==> src/rtl/alu_issue_ctrl.sv <==
// Four-cycle issue controller in front of the combinational ALU: accept, read
// operands, present them for one full cycle, write the result back and commit flags.
module alu_issue_ctrl #(
  parameter int unsigned DATA_W  = 16,
  parameter int unsigned RADDR_W = 4,
  parameter int unsigned FLAG_W  = 5
) (
  input  logic               clk,
  input  logic               reset,
  input  logic               instr_valid,
  input  logic [15:0]        instr,
  output logic               instr_ready,
  output logic [RADDR_W-1:0] rf_raddr_a,
  output logic [RADDR_W-1:0] rf_raddr_b,
  input  logic [DATA_W-1:0]  rf_rdata_a,
  input  logic [DATA_W-1:0]  rf_rdata_b,
  output logic [DATA_W-1:0]  alu_a,
  output logic [DATA_W-1:0]  alu_b,
  output logic [15:0]        alu_opcode,
  input  logic [DATA_W-1:0]  alu_c,
  input  logic [FLAG_W-1:0]  alu_flags,
  output logic               rf_we,
  output logic [RADDR_W-1:0] rf_waddr,
  output logic [DATA_W-1:0]  rf_wdata,
  output logic [FLAG_W-1:0]  psr,
  output logic               busy,
  output logic               op_err,
  output logic               err_sticky
);

  localparam logic [1:0] S_IDLE = 2'd0;
  localparam logic [1:0] S_READ = 2'd1;
  localparam logic [1:0] S_EXEC = 2'd2;
  localparam logic [1:0] S_WB   = 2'd3;

  localparam logic [3:0] OP_RTYPE  = 4'b0000;
  localparam logic [3:0] OP_ADDI   = 4'b0101;
  localparam logic [3:0] OP_SHIFTS = 4'b1000;
  localparam logic [3:0] OP_SUBI   = 4'b1001;
  localparam logic [3:0] OP_CMPI   = 4'b1011;

  localparam logic [3:0] EXT_AND    = 4'b0001;
  localparam logic [3:0] EXT_OR     = 4'b0010;
  localparam logic [3:0] EXT_XOR    = 4'b0011;
  localparam logic [3:0] EXT_ADD    = 4'b0101;
  localparam logic [3:0] EXT_CMP    = 4'b1011;
  localparam logic [3:0] EXT_LSHI_L = 4'b0000;
  localparam logic [3:0] EXT_LSHI_R = 4'b0001;
  localparam logic [3:0] EXT_LSH    = 4'b0100;

  localparam int unsigned FLAG_C = 0;
  localparam int unsigned FLAG_L = 1;

  logic [1:0]         state, state_nxt;
  logic [15:0]        ir, ir_nxt;
  logic [FLAG_W-1:0]  flg, flg_nxt;
  logic               instr_ready_nxt, busy_nxt;
  logic [RADDR_W-1:0] rf_raddr_a_nxt, rf_raddr_b_nxt, rf_waddr_nxt;
  logic [DATA_W-1:0]  alu_a_nxt, alu_b_nxt, rf_wdata_nxt;
  logic [15:0]        alu_opcode_nxt;
  logic               rf_we_nxt, op_err_nxt, err_sticky_nxt;
  logic [FLAG_W-1:0]  psr_nxt;

  logic op_valid, op_wr, psr_all, psr_lc;

  // Opcode class decode of the latched instruction.
  always_comb begin
    op_valid = 1'b0;
    op_wr    = 1'b0;
    psr_all  = 1'b0;
    psr_lc   = 1'b0;
    case (ir[15:12])
      OP_RTYPE: begin
        case (ir[7:4])
          EXT_ADD: begin
            op_valid = 1'b1;
            op_wr    = 1'b1;
            psr_all  = 1'b1;
          end
          EXT_AND, EXT_OR, EXT_XOR: begin
            op_valid = 1'b1;
            op_wr    = 1'b1;
          end
          EXT_CMP: begin
            op_valid = 1'b1;
            psr_lc   = 1'b1;
          end
          default: ;
        endcase
      end
      OP_ADDI, OP_SUBI: begin
        op_valid = 1'b1;
        op_wr    = 1'b1;
        psr_all  = 1'b1;
      end
      OP_CMPI: begin
        op_valid = 1'b1;
        psr_lc   = 1'b1;
      end
      OP_SHIFTS: begin
        case (ir[7:4])
          EXT_LSHI_L, EXT_LSHI_R, EXT_LSH: begin
            op_valid = 1'b1;
            op_wr    = 1'b1;
          end
          default: ;
        endcase
      end
      default: ;
    endcase
  end

  // Next state and next register values; ALU-facing outputs hold outside EXEC entry.
  always_comb begin
    state_nxt      = state;
    ir_nxt         = ir;
    flg_nxt        = flg;
    rf_raddr_a_nxt = rf_raddr_a;
    rf_raddr_b_nxt = rf_raddr_b;
    alu_a_nxt      = alu_a;
    alu_b_nxt      = alu_b;
    alu_opcode_nxt = alu_opcode;
    rf_waddr_nxt   = rf_waddr;
    rf_wdata_nxt   = rf_wdata;
    psr_nxt        = psr;
    err_sticky_nxt = err_sticky;
    rf_we_nxt      = 1'b0;
    op_err_nxt     = 1'b0;
    case (state)
      S_IDLE: begin
        if (instr_valid && instr_ready) begin
          ir_nxt         = instr;
          rf_raddr_a_nxt = RADDR_W'(instr[11:8]);
          rf_raddr_b_nxt = RADDR_W'(instr[3:0]);
          state_nxt      = S_READ;
        end
      end
      S_READ: begin
        alu_a_nxt      = rf_rdata_a;
        alu_b_nxt      = rf_rdata_b;
        alu_opcode_nxt = ir;
        state_nxt      = S_EXEC;
      end
      S_EXEC: begin
        rf_wdata_nxt   = alu_c;
        flg_nxt        = alu_flags;
        rf_waddr_nxt   = RADDR_W'(ir[11:8]);
        rf_we_nxt      = op_wr;
        op_err_nxt     = ~op_valid;
        err_sticky_nxt = err_sticky | ~op_valid;
        state_nxt      = S_WB;
      end
      S_WB: begin
        if (psr_all) begin
          psr_nxt = flg;
        end else if (psr_lc) begin
          psr_nxt[FLAG_L:FLAG_C] = flg[FLAG_L:FLAG_C];
        end
        state_nxt = S_IDLE;
      end
      default: state_nxt = S_IDLE;
    endcase
    instr_ready_nxt = (state_nxt == S_IDLE);
    busy_nxt        = (state_nxt != S_IDLE);
  end

  // State and output registers; reset drops any in-flight instruction.
  always_ff @(posedge clk) begin
    if (reset) begin
      state       <= S_IDLE;
      ir          <= '0;
      flg         <= '0;
      instr_ready <= 1'b0;
      busy        <= 1'b0;
      rf_raddr_a  <= '0;
      rf_raddr_b  <= '0;
      alu_a       <= '0;
      alu_b       <= '0;
      alu_opcode  <= '0;
      rf_we       <= 1'b0;
      rf_waddr    <= '0;
      rf_wdata    <= '0;
      psr         <= '0;
      op_err      <= 1'b0;
      err_sticky  <= 1'b0;
    end else begin
      state       <= state_nxt;
      ir          <= ir_nxt;
      flg         <= flg_nxt;
      instr_ready <= instr_ready_nxt;
      busy        <= busy_nxt;
      rf_raddr_a  <= rf_raddr_a_nxt;
      rf_raddr_b  <= rf_raddr_b_nxt;
      alu_a       <= alu_a_nxt;
      alu_b       <= alu_b_nxt;
      alu_opcode  <= alu_opcode_nxt;
      rf_we       <= rf_we_nxt;
      rf_waddr    <= rf_waddr_nxt;
      rf_wdata    <= rf_wdata_nxt;
      psr         <= psr_nxt;
      op_err      <= op_err_nxt;
      err_sticky  <= err_sticky_nxt;
    end
  end

endmodule

==> config.mk <==
export PLATFORM = sky130hd
export DESIGN_NAME = alu_issue_ctrl
export DESIGN_NICKNAME = d
export VERILOG_FILES = /design/src/rtl/alu_issue_ctrl.sv
export SDC_FILE = /design/constraint.sdc
export NUM_CORES = 1
export LEC_CHECK = 0
export CELL_PAD_IN_SITES_DETAIL_PLACEMENT = 0
export CELL_PAD_IN_SITES_GLOBAL_PLACEMENT = 1
export CORE_MARGIN = 3
export CORE_UTILIZATION = 25
export DETAILED_ROUTE_END_ITERATION = 10
export GPL_TIMING_DRIVEN = 0
export PLACE_DENSITY = 0.72
export SYNTH_ARGS = -nofsm -noshare
export SYNTH_HDL_FRONTEND = slang
export SYNTH_SLANG_ARGS = --single-unit
export TNS_END_PERCENT = 10
==> constraint.sdc <==
create_clock -name clk -period 3.3 [get_ports clk]
set_input_delay 0.66 -clock clk [delete_from_list [all_inputs] [get_ports clk]]
set_output_delay 0.66 -clock clk [all_outputs]
set_load 0.02 [all_outputs]
==> results of run 1 <==
-- Yosys cell counts (3+ instances only) --
master / instances / area (sq um)
buf_4: 11 / 82.6
nor2b_1: 3 / 18.8
nand3_1: 4 / 20.0
ha_1: 5 / 62.6
nor2_1: 75 / 282
a21oi_1: 18 / 90.1
buf_2: 7 / 35.0
dfxtp_1: 101 / 2020
inv_1: 3 / 11.3
mux2i_1: 78 / 781
nand2b_1: 11 / 68.8
clkbuf_1: 12 / 45.0
nand2_1: 33 / 124
-- per-stage QoR --
step | cells | power [W]
after floorplan | 383 | 0.00236
after global placement | 724 | 0.00290
after detailed placement | 724 | 0.00292
after CTS | 739 | 0.00398
after global routing | 739 | 0.00415
final | 739 | 0.00391
-- worst max path at each step --
stage,startpoint,endpoint,slack (ps),depth (start not counted)
after floorplan,instr_valid,ir[11],1880,5
after global placement,reset,alu_opcode[2],890,4
after detailed placement,reset,rf_wdata[7],870,4
after CTS,ir[11],rf_raddr_a[3],1110,2
after global routing,ir[11],rf_raddr_a[3],1090,2
final,ir[11],rf_raddr_a[3],1150,2
-- area by class of cell --
class                      instances  area (sq um)  share of cell area, %
buffer                            32           170                   2.88
clock buffer                      10           229                   3.88
clock inverter                     5          52.6                  0.891
inverter                           3          11.3                  0.191
multi-input combinational        247          1610                   27.4
sequential                       101          2020                   34.3
tap                              184           230                   3.90
timing repair buffer             157          1570                   26.6
-- layer usage --
metal / wire length (um) / GRT usage (%) / vias up / part of all wire (%)
met5: 0 / 0 / - / 0
met4: 141 / 4.22 / 0 / 1.3
met3: 842 / 5.11 / 10 / 8.0
met2: 4990 / 20.5 / 97 / 47
met1: 4550 / 15.4 / 1497 / 43
li1: - / - / 1592 / -
-- registers in the layout (all words and copies together), names as in the netlist --
name and count:
instr_ready 1, rf_raddr_b 3, state 2, flg 5
op_err 1, alu_b 16, err_sticky 1, ir 10
alu_a 16, rf_we 1, alu_opcode 16, rf_wdata 16
busy 1, rf_raddr_a 3, psr 5, rf_waddr 4
-- cell families (layout without fill, tap and decap cells) --
group,count (synthesis),count (layout),synth area share (%)
AOI/OAI and AO/OA,26,26,4.10
and+or+nand+nor,137,137,15.9
DFF,101,101,53.0
adders and majority gates,5,5,1.64
xor gates and xnor gates,1,1,0.229
buffers and inverters,35,207,4.75
muxes,78,78,20.5
-- cell usage in the layout, fill, tap and decap left out --
| cell | netlist | routed |
|---|---|---|
| buf_4 | 11 | 11 |
| o21ai_0 | 2 | 2 |
| o22ai_1 | 1 | 1 |
| clkbuf_16 | 0 | 9 |
| ha_1 | 5 | 5 |
| a21oi_1 | 18 | 18 |
| mux2i_1 | 78 | 78 |
| buf_2 | 7 | 7 |
| a21boi_2 | 1 | 1 |
| clkbuf_1 | 12 | 13 |
| nor4_1 | 1 | 1 |
| nand3b_2 | 1 | 1 |
| nor2_1 | 75 | 75 |
| nand3_2 | 1 | 1 |
| o211ai_1 | 1 | 1 |
| and3_1 | 1 | 1 |
| clkdlybuf4s50_1 | 0 | 157 |
| nand4_1 | 1 | 1 |
| dfxtp_1 | 101 | 101 |
| nor2b_1 | 3 | 3 |
| or3_1 | 1 | 1 |
| inv_1 | 3 | 3 |
| a21boi_4 | 1 | 1 |
| xor2_1 | 1 | 1 |
| nor3b_1 | 2 | 2 |
| nor3_2 | 1 | 1 |
| o21bai_1 | 1 | 1 |
| clkinvlp_4 | 0 | 1 |
| nor3b_2 | 1 | 1 |
| and3b_1 | 1 | 1 |
| buf_1 | 2 | 2 |
| o21ai_1 | 1 | 1 |
| nand3_1 | 4 | 4 |
| nand2b_1 | 11 | 11 |
| clkinv_2 | 0 | 3 |
| nand2_1 | 33 | 33 |
| bufinv_16 | 0 | 1 |
-- critical path, stage by stage (launching register included) --
cell and delay [ps]:
dfxtp_1 400, buf_4 130, clkdlybuf4s50_1 620
-- power by group through the flow --
stage               clock, W  combinational (W)  sequential (W)
floorplan                  0           0.000637         0.00172
global placement           0            0.00135         0.00155
detailed placement         0            0.00136         0.00156
CTS                  0.00108            0.00137         0.00153
global route         0.00112            0.00146         0.00156
finish               0.00103            0.00134         0.00153
==> impl_metrics.tcl, run 1 <==
set metrics [dict create \
    status "finished, final reports clean" \
    skew_ps 5.28 \
    port_buffers 157 \
    period_needed_ps 2150 \
    core_sq_um 14800 \
    min_period_over_period_pct 65.2 \
    start_util_pct 25.9 \
    drt_first_iter_violations 126 \
    synthArstFlopShare_pct 0 \
    setup_violations 0 \
    syn_nets 460 \
    gp_congestion 0.739 \
    synth_edf_count 0 \
    drt_pass1_iterations 4 \
    internal_power_w 0.00266 \
    min_from "psr[0]" \
    remaining_drc_errors 0 \
    critPathKind "register to primary output" \
    clockRootBuffer "clkbuf_16" \
    synth_ff_type "dfxtp_1" \
    die_area_sq_um 16800 \
    path_max_fanout 4 \
    num_rows 44 \
    seq_area_frac_synth_pct 53.0 \
    numCtsBuffers 9 \
    slew_headroom_pct 67.5 \
    clk_latency_ps 340 \
    hold_viol 0 \
    holdPathEnd "psr[0]" \
    r2r_setup_slack_ps 1610 \
    startpoint_type "register" \
    ctsResizeCount 0 \
    wire_per_inst_um 14.2 \
    track_usage_pct 12.7 \
    r2r_start "state[0]" \
    cts.path.max_buffers 2 \
    clock-sinks 101 \
    h-tree-depth 3 \
    hold_depth 2 \
    grt_pass1_vias 3284 \
    cap_violations 0 \
    pre_cts_slack_ps 874 \
    clockPowerShare_pct 26.4 \
    grt_pass1_wl_um 16500 \
    reg2regPathDepth 6 \
    die_h_um 130 \
    die_w_um 130 \
    fin_nets 628 \
    dpl_cell_area_sq_um 5620 \
    setup-tns-final_ps 0 \
    drive_above_1_share_pct 6.85 \
    yosysWarnings 0 \
    fillers 1483 \
    slew_viol_final 0 \
    p_sw_share_pct 31.9 \
    area_growth_pct 54.6 \
    crit_arrival_ps 1490 \
    syn_inst 383 \
    ant_nets 0 \
    tightest_slew_ps 488 \
    fin_area_sq_um 5900 \
    vias 3196 \
    drt-total-wl_um 10500 \
    postLayoutCoreUtil_pct 40.0 \
    pin_count 158 \
    grt_max_degree 16 \
    critPathRequiredTime_ps 2640 \
    hold_buffers 0 \
    cts_setup_buffers 0 \
    path_clk_slew_ps 70 \
    timing.rr.end "rf_raddr_a[1]" \
    synth_cell_types 32 \
    comb_power_share_pct 34.4 \
    max-vdd-ir-drop_mv 0.339 \
    cp-end-kind "primary output" \
    antenna_found_initial 0 \
    avgViaCountPerCell 4.32 \
    cts_tree "built" \
    hold_slack_ps 475 \
    grt_overflow_total 0 \
    fmax_ghz 0.465 \
    p_leak_nw 2.14 \
    synth_area_per_cell_sq_um 9.97 \
    synthesis.area_sq_um 3820 \
    holdCritPathClass "register to register" \
    layout_setup_ws_ps 1150 \
    powerDensity_nw_per_um2 662 \
    dp_hpwl_um 7980 \
    antennaDiodeCount 0 \
    grt_setup_unrepaired "false" \
    p_seq_share_pct 39.2 \
    ys_ff_latch 101 \
    power.switching_w 0.00125 \
]
Note: power is estimated with default switching activity, not from simulation.
==> inputs of run 2 (changes only) <==
==> constraint.sdc (replaced) <==
create_clock -name clk -period 2.05 [get_ports clk]
set_input_delay 0.41 -clock clk [delete_from_list [all_inputs] [get_ports clk]]
set_output_delay 0.41 -clock clk [all_outputs]
set_load 0.02 [all_outputs]
==> results of run 2 <==
The final DEF is identical to that of run 1. Status: finished, final reports clean.
Main changes from that run: setup slack after placement 874 ps -> -126 ps; setup slack after layout 1150 ps -> 150 ps; register-to-register setup slack 1610 ps -> 360 ps; total power 0.00391 W -> 0.00629 W; worst IR drop on VDD 0.339 mV -> 0.546 mV
==> inputs of run 3 (changes only) <==
--- a/config.mk
+++ b/config.mk
@@ -10,6 +10,7 @@
 export CORE_MARGIN = 3
 export CORE_UTILIZATION = 25
 export DETAILED_ROUTE_END_ITERATION = 10
+export GPL_ROUTABILITY_DRIVEN = 0
 export GPL_TIMING_DRIVEN = 0
 export PLACE_DENSITY = 0.72
 export SYNTH_ARGS = -nofsm -noshare
==> results of run 3 <==
The final DEF is identical to that of run 1. Status: finished, final reports clean.
Main changes from that run: setup slack after placement 874 ps -> -126 ps; setup slack after layout 1150 ps -> 150 ps; register-to-register setup slack 1610 ps -> 360 ps; total power 0.00391 W -> 0.00629 W; worst IR drop on VDD 0.339 mV -> 0.546 mV
